### src/rtl/fractal_sync_req_arbiter_pkg.sv
// Shared constants and types for the tile-local fractal-sync request arbiter.
package fractal_sync_req_arbiter_pkg;

  localparam int unsigned FSYNC_AGGR_W      = 8;
  localparam int unsigned FSYNC_ID_W        = 8;
  localparam int unsigned FSYNC_ARB_N_REQ   = 3;
  localparam int unsigned FSYNC_ARB_TIMEOUT = 1024;

  typedef enum logic [1:0] {
    IDLE  = 2'd0,
    ISSUE = 2'd1,
    WAIT  = 2'd2,
    RESP  = 2'd3
  } fsync_arb_state_e;

  // Watchdog counter width; a disabled watchdog still keeps a 1-bit counter.
  function automatic int unsigned fsync_cnt_width(input int unsigned timeout);
    return (timeout == 0) ? 1 : $clog2(timeout + 1);
  endfunction

endpackage

### src/rtl/fractal_sync_req_arbiter_if.sv
// Master-side fractal-sync port: sync request out, wake/error response back.
interface fractal_sync_req_arbiter_if
  import fractal_sync_req_arbiter_pkg::*;
#(
  parameter int unsigned AGGR_W = FSYNC_AGGR_W,
  parameter int unsigned ID_W   = FSYNC_ID_W
) ();

  logic              sync;
  logic [AGGR_W-1:0] aggr;
  logic [ID_W-1:0]   id_req;
  logic              wake;
  logic              error;

  modport master (
    output sync,
    output aggr,
    output id_req,
    input  wake,
    input  error
  );

  modport slave (
    input  sync,
    input  aggr,
    input  id_req,
    output wake,
    output error
  );

endinterface

### src/rtl/fractal_sync_rr_sel.sv
// Round-robin selector: first set pending bit at or after the pointer, wrapping.
module fractal_sync_rr_sel #(
  parameter int unsigned N_REQ = 3,
  parameter int unsigned IDX_W = 2
) (
  input  logic [N_REQ-1:0] i_pending,
  input  logic [IDX_W-1:0] i_ptr,
  output logic             o_valid_c,
  output logic [IDX_W-1:0] o_idx_c
);

  logic [IDX_W-1:0] w_j;

  always_comb begin
    o_valid_c = 1'b0;
    o_idx_c   = '0;
    w_j       = '0;
    for (int unsigned k = 0; k < N_REQ; k++) begin
      w_j = IDX_W'((32'(i_ptr) + k) % N_REQ);
      if (!o_valid_c && i_pending[w_j]) begin
        o_valid_c = 1'b1;
        o_idx_c   = w_j;
      end
    end
  end

endmodule

### src/rtl/fractal_sync_req_arbiter.sv
// Shares one fractal-sync master port among N_REQ requesters, one barrier in
// flight at a time, with round-robin grant and a WAIT watchdog.
module fractal_sync_req_arbiter
  import fractal_sync_req_arbiter_pkg::*;
#(
  parameter int unsigned N_REQ   = FSYNC_ARB_N_REQ,
  parameter int unsigned AGGR_W  = FSYNC_AGGR_W,
  parameter int unsigned ID_W    = FSYNC_ID_W,
  parameter int unsigned TIMEOUT = FSYNC_ARB_TIMEOUT,
  parameter int unsigned CNT_W   = fsync_cnt_width(TIMEOUT)
) (
  input  logic                          clk_i,
  input  logic                          rst_ni,
  input  logic                          clear_i,
  input  logic [N_REQ-1:0]              req_sync_i,
  input  logic [N_REQ-1:0][AGGR_W-1:0]  req_aggr_i,
  input  logic [N_REQ-1:0][ID_W-1:0]    req_id_i,
  output logic [N_REQ-1:0]              req_wake_o,
  output logic [N_REQ-1:0]              req_error_o,
  fractal_sync_req_arbiter_if.master    mst,
  output logic                          busy_o
);

  localparam int unsigned IDX_W = (N_REQ > 1) ? $clog2(N_REQ) : 1;
  localparam logic [CNT_W-1:0] TO_LAST = (TIMEOUT == 0) ? '0 : CNT_W'(TIMEOUT - 1);

  fsync_arb_state_e r_state, w_state_nxt;

  logic [N_REQ-1:0]             r_pending;
  logic [N_REQ-1:0][AGGR_W-1:0] r_aggr;
  logic [N_REQ-1:0][ID_W-1:0]   r_id;
  logic [IDX_W-1:0]             r_rr_ptr;
  logic [IDX_W-1:0]             r_owner;
  logic [CNT_W-1:0]             r_cnt;

  logic              r_sync;
  logic [AGGR_W-1:0] r_aggr_o;
  logic [ID_W-1:0]   r_id_o;
  logic [N_REQ-1:0]  r_wake;
  logic [N_REQ-1:0]  r_err;
  logic              r_busy;

  logic              w_rst;
  logic [N_REQ-1:0]  w_take;
  logic [N_REQ-1:0]  w_ovf;
  logic [N_REQ-1:0]  w_owner_oh;
  logic [N_REQ-1:0]  w_pending_nxt;
  logic              w_sel_valid;
  logic [IDX_W-1:0]  w_sel_idx;
  logic              w_timeout;
  logic              w_grant;
  logic              w_release;
  logic              w_resp_wake;
  logic              w_resp_err;

  assign w_rst      = !rst_ni || clear_i;
  assign w_take     = req_sync_i & ~r_pending;
  assign w_ovf      = req_sync_i & r_pending;
  assign w_owner_oh = N_REQ'(1) << r_owner;
  assign w_timeout  = (TIMEOUT != 0) && (r_cnt == TO_LAST);

  // Owner's pending bit is released only as the FSM leaves RESP.
  assign w_pending_nxt = (r_pending & ~(w_release ? w_owner_oh : '0)) | w_take;

  fractal_sync_rr_sel #(
    .N_REQ (N_REQ),
    .IDX_W (IDX_W)
  ) u_rr_sel (
    .i_pending (r_pending),
    .i_ptr     (r_rr_ptr),
    .o_valid_c (w_sel_valid),
    .o_idx_c   (w_sel_idx)
  );

  // State register.
  always_ff @(posedge clk_i) begin
    if (w_rst) begin
      r_state <= IDLE;
    end else begin
      r_state <= w_state_nxt;
    end
  end

  // Next-state and transition strobes.
  always_comb begin
    w_state_nxt = r_state;
    w_grant     = 1'b0;
    w_release   = 1'b0;
    w_resp_wake = 1'b0;
    w_resp_err  = 1'b0;
    case (r_state)
      IDLE: begin
        if (w_sel_valid) begin
          w_grant     = 1'b1;
          w_state_nxt = ISSUE;
        end
      end
      ISSUE: w_state_nxt = WAIT;
      WAIT: begin
        if (mst.wake || mst.error) begin
          w_resp_wake = mst.wake;
          w_resp_err  = mst.error;
          w_state_nxt = RESP;
        end else if (w_timeout) begin
          w_resp_err  = 1'b1;
          w_state_nxt = RESP;
        end
      end
      RESP: begin
        w_release   = 1'b1;
        w_state_nxt = IDLE;
      end
      default: w_state_nxt = IDLE;
    endcase
  end

  // Request buffers, arbitration bookkeeping and registered outputs.
  always_ff @(posedge clk_i) begin
    if (w_rst) begin
      r_pending <= '0;
      r_aggr    <= '0;
      r_id      <= '0;
      r_rr_ptr  <= '0;
      r_owner   <= '0;
      r_cnt     <= '0;
      r_sync    <= 1'b0;
      r_aggr_o  <= '0;
      r_id_o    <= '0;
      r_wake    <= '0;
      r_err     <= '0;
      r_busy    <= 1'b0;
    end else begin
      r_pending <= w_pending_nxt;
      for (int unsigned i = 0; i < N_REQ; i++) begin
        if (w_take[i]) begin
          r_aggr[i] <= req_aggr_i[i];
          r_id[i]   <= req_id_i[i];
        end
      end

      if (w_grant) begin
        r_owner <= w_sel_idx;
      end
      if (w_release) begin
        r_rr_ptr <= (r_owner == IDX_W'(N_REQ - 1)) ? '0 : r_owner + IDX_W'(1);
      end

      if (r_state == ISSUE) begin
        r_cnt <= '0;
      end else if (r_state == WAIT) begin
        r_cnt <= r_cnt + CNT_W'(1);
      end

      r_sync   <= w_grant;
      r_aggr_o <= w_grant ? r_aggr[w_sel_idx] : '0;
      r_id_o   <= w_grant ? r_id[w_sel_idx]   : '0;

      // Overflow and response errors to the same requester merge into one pulse.
      r_wake <= w_resp_wake ? w_owner_oh : '0;
      r_err  <= w_ovf | (w_resp_err ? w_owner_oh : '0);
      r_busy <= (w_state_nxt != IDLE) || (|w_pending_nxt);
    end
  end

  assign mst.sync    = r_sync;
  assign mst.aggr    = r_aggr_o;
  assign mst.id_req  = r_id_o;
  assign req_wake_o  = r_wake;
  assign req_error_o = r_err;
  assign busy_o      = r_busy;

endmodule

### src/flat_wrapper.sv
// flat-port wrapper written by rule: the top's interface ports become plain ports
module fractal_sync_req_arbiter_flat import fractal_sync_req_arbiter_pkg::*;
#(
  parameter int unsigned N_REQ   = FSYNC_ARB_N_REQ,
  parameter int unsigned AGGR_W  = FSYNC_AGGR_W,
  parameter int unsigned ID_W    = FSYNC_ID_W,
  parameter int unsigned TIMEOUT = FSYNC_ARB_TIMEOUT,
  parameter int unsigned CNT_W   = fsync_cnt_width(TIMEOUT)
)
  (clk_i, rst_ni, clear_i, req_sync_i, req_aggr_i, req_id_i, req_wake_o, req_error_o, busy_o, mst_sync, mst_aggr, mst_id_req, mst_wake, mst_error);
  fractal_sync_req_arbiter_if #(.AGGR_W(AGGR_W), .ID_W(ID_W)) mst_i ();
  input  logic clk_i;
  input  logic rst_ni;
  input  logic clear_i;
  input  logic [N_REQ-1:0] req_sync_i;
  input  logic [N_REQ-1:0][AGGR_W-1:0] req_aggr_i;
  input  logic [N_REQ-1:0][ID_W-1:0] req_id_i;
  output logic [N_REQ-1:0] req_wake_o;
  output logic [N_REQ-1:0] req_error_o;
  output logic busy_o;
  output wire logic [$bits(mst_i.sync)-1:0] mst_sync;
  output wire logic [$bits(mst_i.aggr)-1:0] mst_aggr;
  output wire logic [$bits(mst_i.id_req)-1:0] mst_id_req;
  input wire logic [$bits(mst_i.wake)-1:0] mst_wake;
  input wire logic [$bits(mst_i.error)-1:0] mst_error;
  assign mst_sync = mst_i.sync;
  assign mst_aggr = mst_i.aggr;
  assign mst_id_req = mst_i.id_req;
  assign mst_i.wake = mst_wake;
  assign mst_i.error = mst_error;
  fractal_sync_req_arbiter #(.N_REQ(N_REQ), .AGGR_W(AGGR_W), .ID_W(ID_W), .TIMEOUT(TIMEOUT), .CNT_W(CNT_W)) u_core (.clk_i(clk_i), .rst_ni(rst_ni), .clear_i(clear_i), .req_sync_i(req_sync_i), .req_aggr_i(req_aggr_i), .req_id_i(req_id_i), .req_wake_o(req_wake_o), .req_error_o(req_error_o), .mst(mst_i), .busy_o(busy_o));
endmodule
### config.mk
export PLATFORM = sky130hd
export DESIGN_NAME = fractal_sync_req_arbiter_flat
export DESIGN_NICKNAME = d
export VERILOG_FILES = /design/src/rtl/fractal_sync_req_arbiter_pkg.sv /design/src/rtl/fractal_sync_req_arbiter_if.sv /design/src/rtl/fractal_sync_rr_sel.sv /design/src/rtl/fractal_sync_req_arbiter.sv /design/src/flat_wrapper.sv
export SDC_FILE = /design/constraint.sdc
export NUM_CORES = 1
export LEC_CHECK = 0
export BUFFER_PORTS_ARGS = -buffer_cell sky130_fd_sc_hd__buf_2
export CAP_MARGIN = 20
export CORE_ASPECT_RATIO = 1.1
export CORE_MARGIN = 2
export CORE_UTILIZATION = 41
export CTS_BUF_LIST = sky130_fd_sc_hd__clkbuf_8
export DETAILED_ROUTE_END_ITERATION = 8
export PLACE_DENSITY = 0.59
export SLEW_MARGIN = 20
export SYNTH_ARGS = -nofsm -noshare
export SYNTH_HDL_FRONTEND = slang
export SYNTH_SLANG_ARGS = --single-unit
### constraint.sdc
create_clock -name clk_i -period 2.8 [get_ports clk_i]
set_input_delay 0 -clock clk_i [delete_from_list [all_inputs] [get_ports clk_i]]
set_output_delay 0 -clock clk_i [all_outputs]
set_load 0.03 [all_outputs]
==> reports/results.ini <==
[critical_path]
worstPathMaxFanout = 17
startpoint_type = register
r2r_slack_ns = 0.36
crit_required_ns = 3.07
arrival_ns = 2.71
rr_worst_depth = 7
setup.worst_path.end_class = register
worstReg2RegStart = u_core.r_rr_ptr[0]$_SDFFE_PP0N_
r2r-end = u_core.mst.id_req[7]$_SDFF_PP0_
crit_type = reg -> reg

[logic_synthesis]
synth_edf_count = 0
synth_top_cell_by_area = dfxtp_1
yosys_warnings = 0
ys_top_cells_by_area = dfxtp_1, nand2_1, a21oi_1, ha_1, o31ai_1
synth_ff_type = dfxtp_1
syn-cell-area_um2 = 4130
ys_seq_elements = 92
synthArstFlopShare_pct = 0
synth_nets = 535
ys_types = 54
synth-seq-area-share_pct = 44.6
syn_avg_cell_area_um2 = 8.81
synthCells = 469
synth_top_area_share_pct = 44.6

[place]
routabilityCongestion = 0.818
place_hpwl_mm = 7.49
port_buffers = 79
placed_area_um2 = 4530
dp_slack_ns = 0.209

[timing]
fin_crit_ns = 2.44
finalClockSkew_ns = 0.0127
hold_viol = 0
relSlewSlack_pct = 52.8
final.setup.worst_slack_ns = 0.358
worst_slew_pin_slew_ns = 0.708
slew_violations = 0
max_freq_mhz = 410
rsz0062_at_grt = no
fin_tns_setup_ns = 0
min_period_over_period_pct = 87.2
setup_viol_count_final = 0

[cts]
path_clk_slew_ns = 0.09
cts_setup_buffers = 0
root_buffer = clkbuf_8
clock_sinks = 92
clockBufferDepth = 2
cts_tree = yes
h-tree-depth = 3
cts_buffers = 9
clkLatencyLatePin_ns = 0.37

[power]
power_density_nw_per_um2 = 516
p_leak_uw = 0.00204
comb_power_share_pct = 12.4
switching_share_pct = 25.1
finalPower_uw = 2730
clock_power_share_pct = 37.5
p_seq_share_pct = 50.1
switching_power_uw = 686
peakVddDrop_uv = 302
intPower_uw = 2040

[layout]
seq_area_um2 = 1840
design_area_um2 = 5300
fillCellCount = 940
drive_above_1_share_pct = 22.6
n_antenna_cell = 0
final_core_util_pct = 53.8
area_growth_pct = 28.2
nets = 649
multi_input_area_um2 = 2060

[drt]
vias_per_cell = 5.14
drt_pre_antenna_iters = 4
routed_wirelength_mm = 10.7
drc = 0
drtIter0Drc = 163
wl_per_cell_um = 15.1
postRouteAntennaNets = 0
num_vias = 3636

[hold_path]
hold_path_end = u_core.r_state[1]$_SDFF_PP0_
min_path_cells = 3
hp-start = rst_ni
hold_path.class = in -> reg

[global_route]
overflow = 0
grt_max_degree = 34
grt_pass1_wl_mm = 16.9
antenna_found_initial = 0
track_usage_pct = 19.8
grt_pass1_vias = 3396

[die]
die_h_um = 109
rows = 38
die_w_um = 99.7
ios = 80
die_area_um2 = 10900
initial_core_util_pct = 42.0
core_um2 = 9840

[run]
drv_cap = 0

[run_status]
outcome = finished clean

final cells by class:
type	instances	area share, %
multi-input combinational	335	39.0
inverter	5	0.354
sequential	92	34.8
clock inverter	5	1.58
clock buffer	11	2.86
timing repair buffer	140	18.6
tap	120	2.83
through the flow:
step           hold WS (ns)  instances
3_5_place_dp          0.246        639
6_report              0.123        708
2_1_floorplan         0.136        469
5_1_grt               0.119        708
3_3_place_gp          0.241        639
4_1_cts               0.105        708
sequential cells by signal, indices dropped and copies added (netlist names):
signal,count
u_core.busy_o,1
u_core.mst.aggr,8
u_core.mst.id_req,8
u_core.mst.sync,1
u_core.r_aggr,24
u_core.r_cnt,11
u_core.r_id,24
u_core.r_owner,2
u_core.r_pending,3
u_core.r_rr_ptr,2
u_core.r_state,2
u_core.req_error_o,3
u_core.req_wake_o,3
layout by cell type (no fill, tap or decap), types with 4 or more instances in the layout:
| cell | netlist | final |
|---|---|---|
| a311oi_1 | 9 | 9 |
| dlygate4sd3_1 | 0 | 53 |
| a21oi_1 | 72 | 72 |
| nor2b_1 | 8 | 7 |
| o211ai_1 | 8 | 8 |
| buf_2 | 5 | 79 |
| clkbuf_8 | 0 | 11 |
| nor2_1 | 20 | 20 |
| o211ai_2 | 9 | 9 |
| ha_1 | 10 | 10 |
| nand2_1 | 106 | 106 |
| xor2_1 | 8 | 8 |
| o31ai_1 | 16 | 16 |
| inv_1 | 5 | 5 |
| nand2b_1 | 9 | 8 |
| dfxtp_1 | 92 | 92 |
| nand4_1 | 4 | 4 |
| a311oi_2 | 7 | 7 |
| nand3_1 | 4 | 4 |
| buf_4 | 6 | 8 |
synth_stat cells (7+ instances only):
| library cell | number |
|---|---|
| nand2_1 | 106 |
| nor2_1 | 20 |
| nand2b_1 | 9 |
| o211ai_1 | 8 |
| a21oi_1 | 72 |
| o31ai_1 | 16 |
| nor2b_1 | 8 |
| xor2_1 | 8 |
| dfxtp_1 | 92 |
| o211ai_2 | 9 |
| clkbuf_1 | 21 |
| ha_1 | 10 |
| a311oi_1 | 9 |
| a311oi_2 | 7 |
critical path: stages, from the launching register on:
cell,delay (ns)
dfxtp_1,0.38
inv_1,0.09
ha_1,0.29
a21bo_4,0.25
a31oi_4,0.24
o211a_1,0.62
o211ai_1,0.19
a311oi_1,0.28
worst max-delay path by stage:
stage                                     from                              end  slack [ns]
2_1_floorplan  u_core.r_rr_ptr[0]$_SDFFE_PP0N_    u_core.mst.aggr[6]$_SDFF_PP0_        0.76
3_3_place_gp   u_core.r_rr_ptr[0]$_SDFFE_PP0N_  u_core.mst.id_req[2]$_SDFF_PP0_        0.32
3_5_place_dp   u_core.r_rr_ptr[0]$_SDFFE_PP0N_    u_core.mst.aggr[4]$_SDFF_PP0_        0.21
4_1_cts        u_core.r_rr_ptr[0]$_SDFFE_PP0N_  u_core.mst.id_req[3]$_SDFF_PP0_        0.21
5_1_grt        u_core.r_rr_ptr[0]$_SDFFE_PP0N_    u_core.mst.aggr[7]$_SDFF_PP0_        0.22
6_report       u_core.r_rr_ptr[0]$_SDFFE_PP0N_  u_core.mst.id_req[7]$_SDFF_PP0_        0.36
metal layers:
layer	track usage [%]	vias to the layer above	wire length, um
met3	3.69	12	409
met5	0	-	0
li1	-	1864	-
met2	31.3	77	4930
met4	6.65	0	154
met1	27.4	1683	5210
power by group through the flow:
stage	Sequential, uW	Combinational (uW)	Clock [uW]
floorplan	1400	200	0
global placement	1400	278	0
detailed placement	1400	282	0
CTS	1370	339	1050
global route	1370	376	1100
finish	1370	339	1020
logic make-up after synthesis:
family | Yosys count | share of synthesized area, %
muxes | 3 | 0.727
AOI/OAI and AO/OA | 140 | 24.6
DFF | 92 | 44.6
and+or+nand+nor | 172 | 19.3
buffers and inverters | 42 | 5.63
adders and majority gates | 10 | 3.03
xor gates and xnor gates | 10 | 2.12
repair_timing:
action                                  in CTS  in global routing
endpoints found under the setup margin       0                  4
hold buffers                                53                  0
hold endpoints to repair                    55                  0
gates resized for setup                      0                  1
Power figures use the tool's default switching activity.
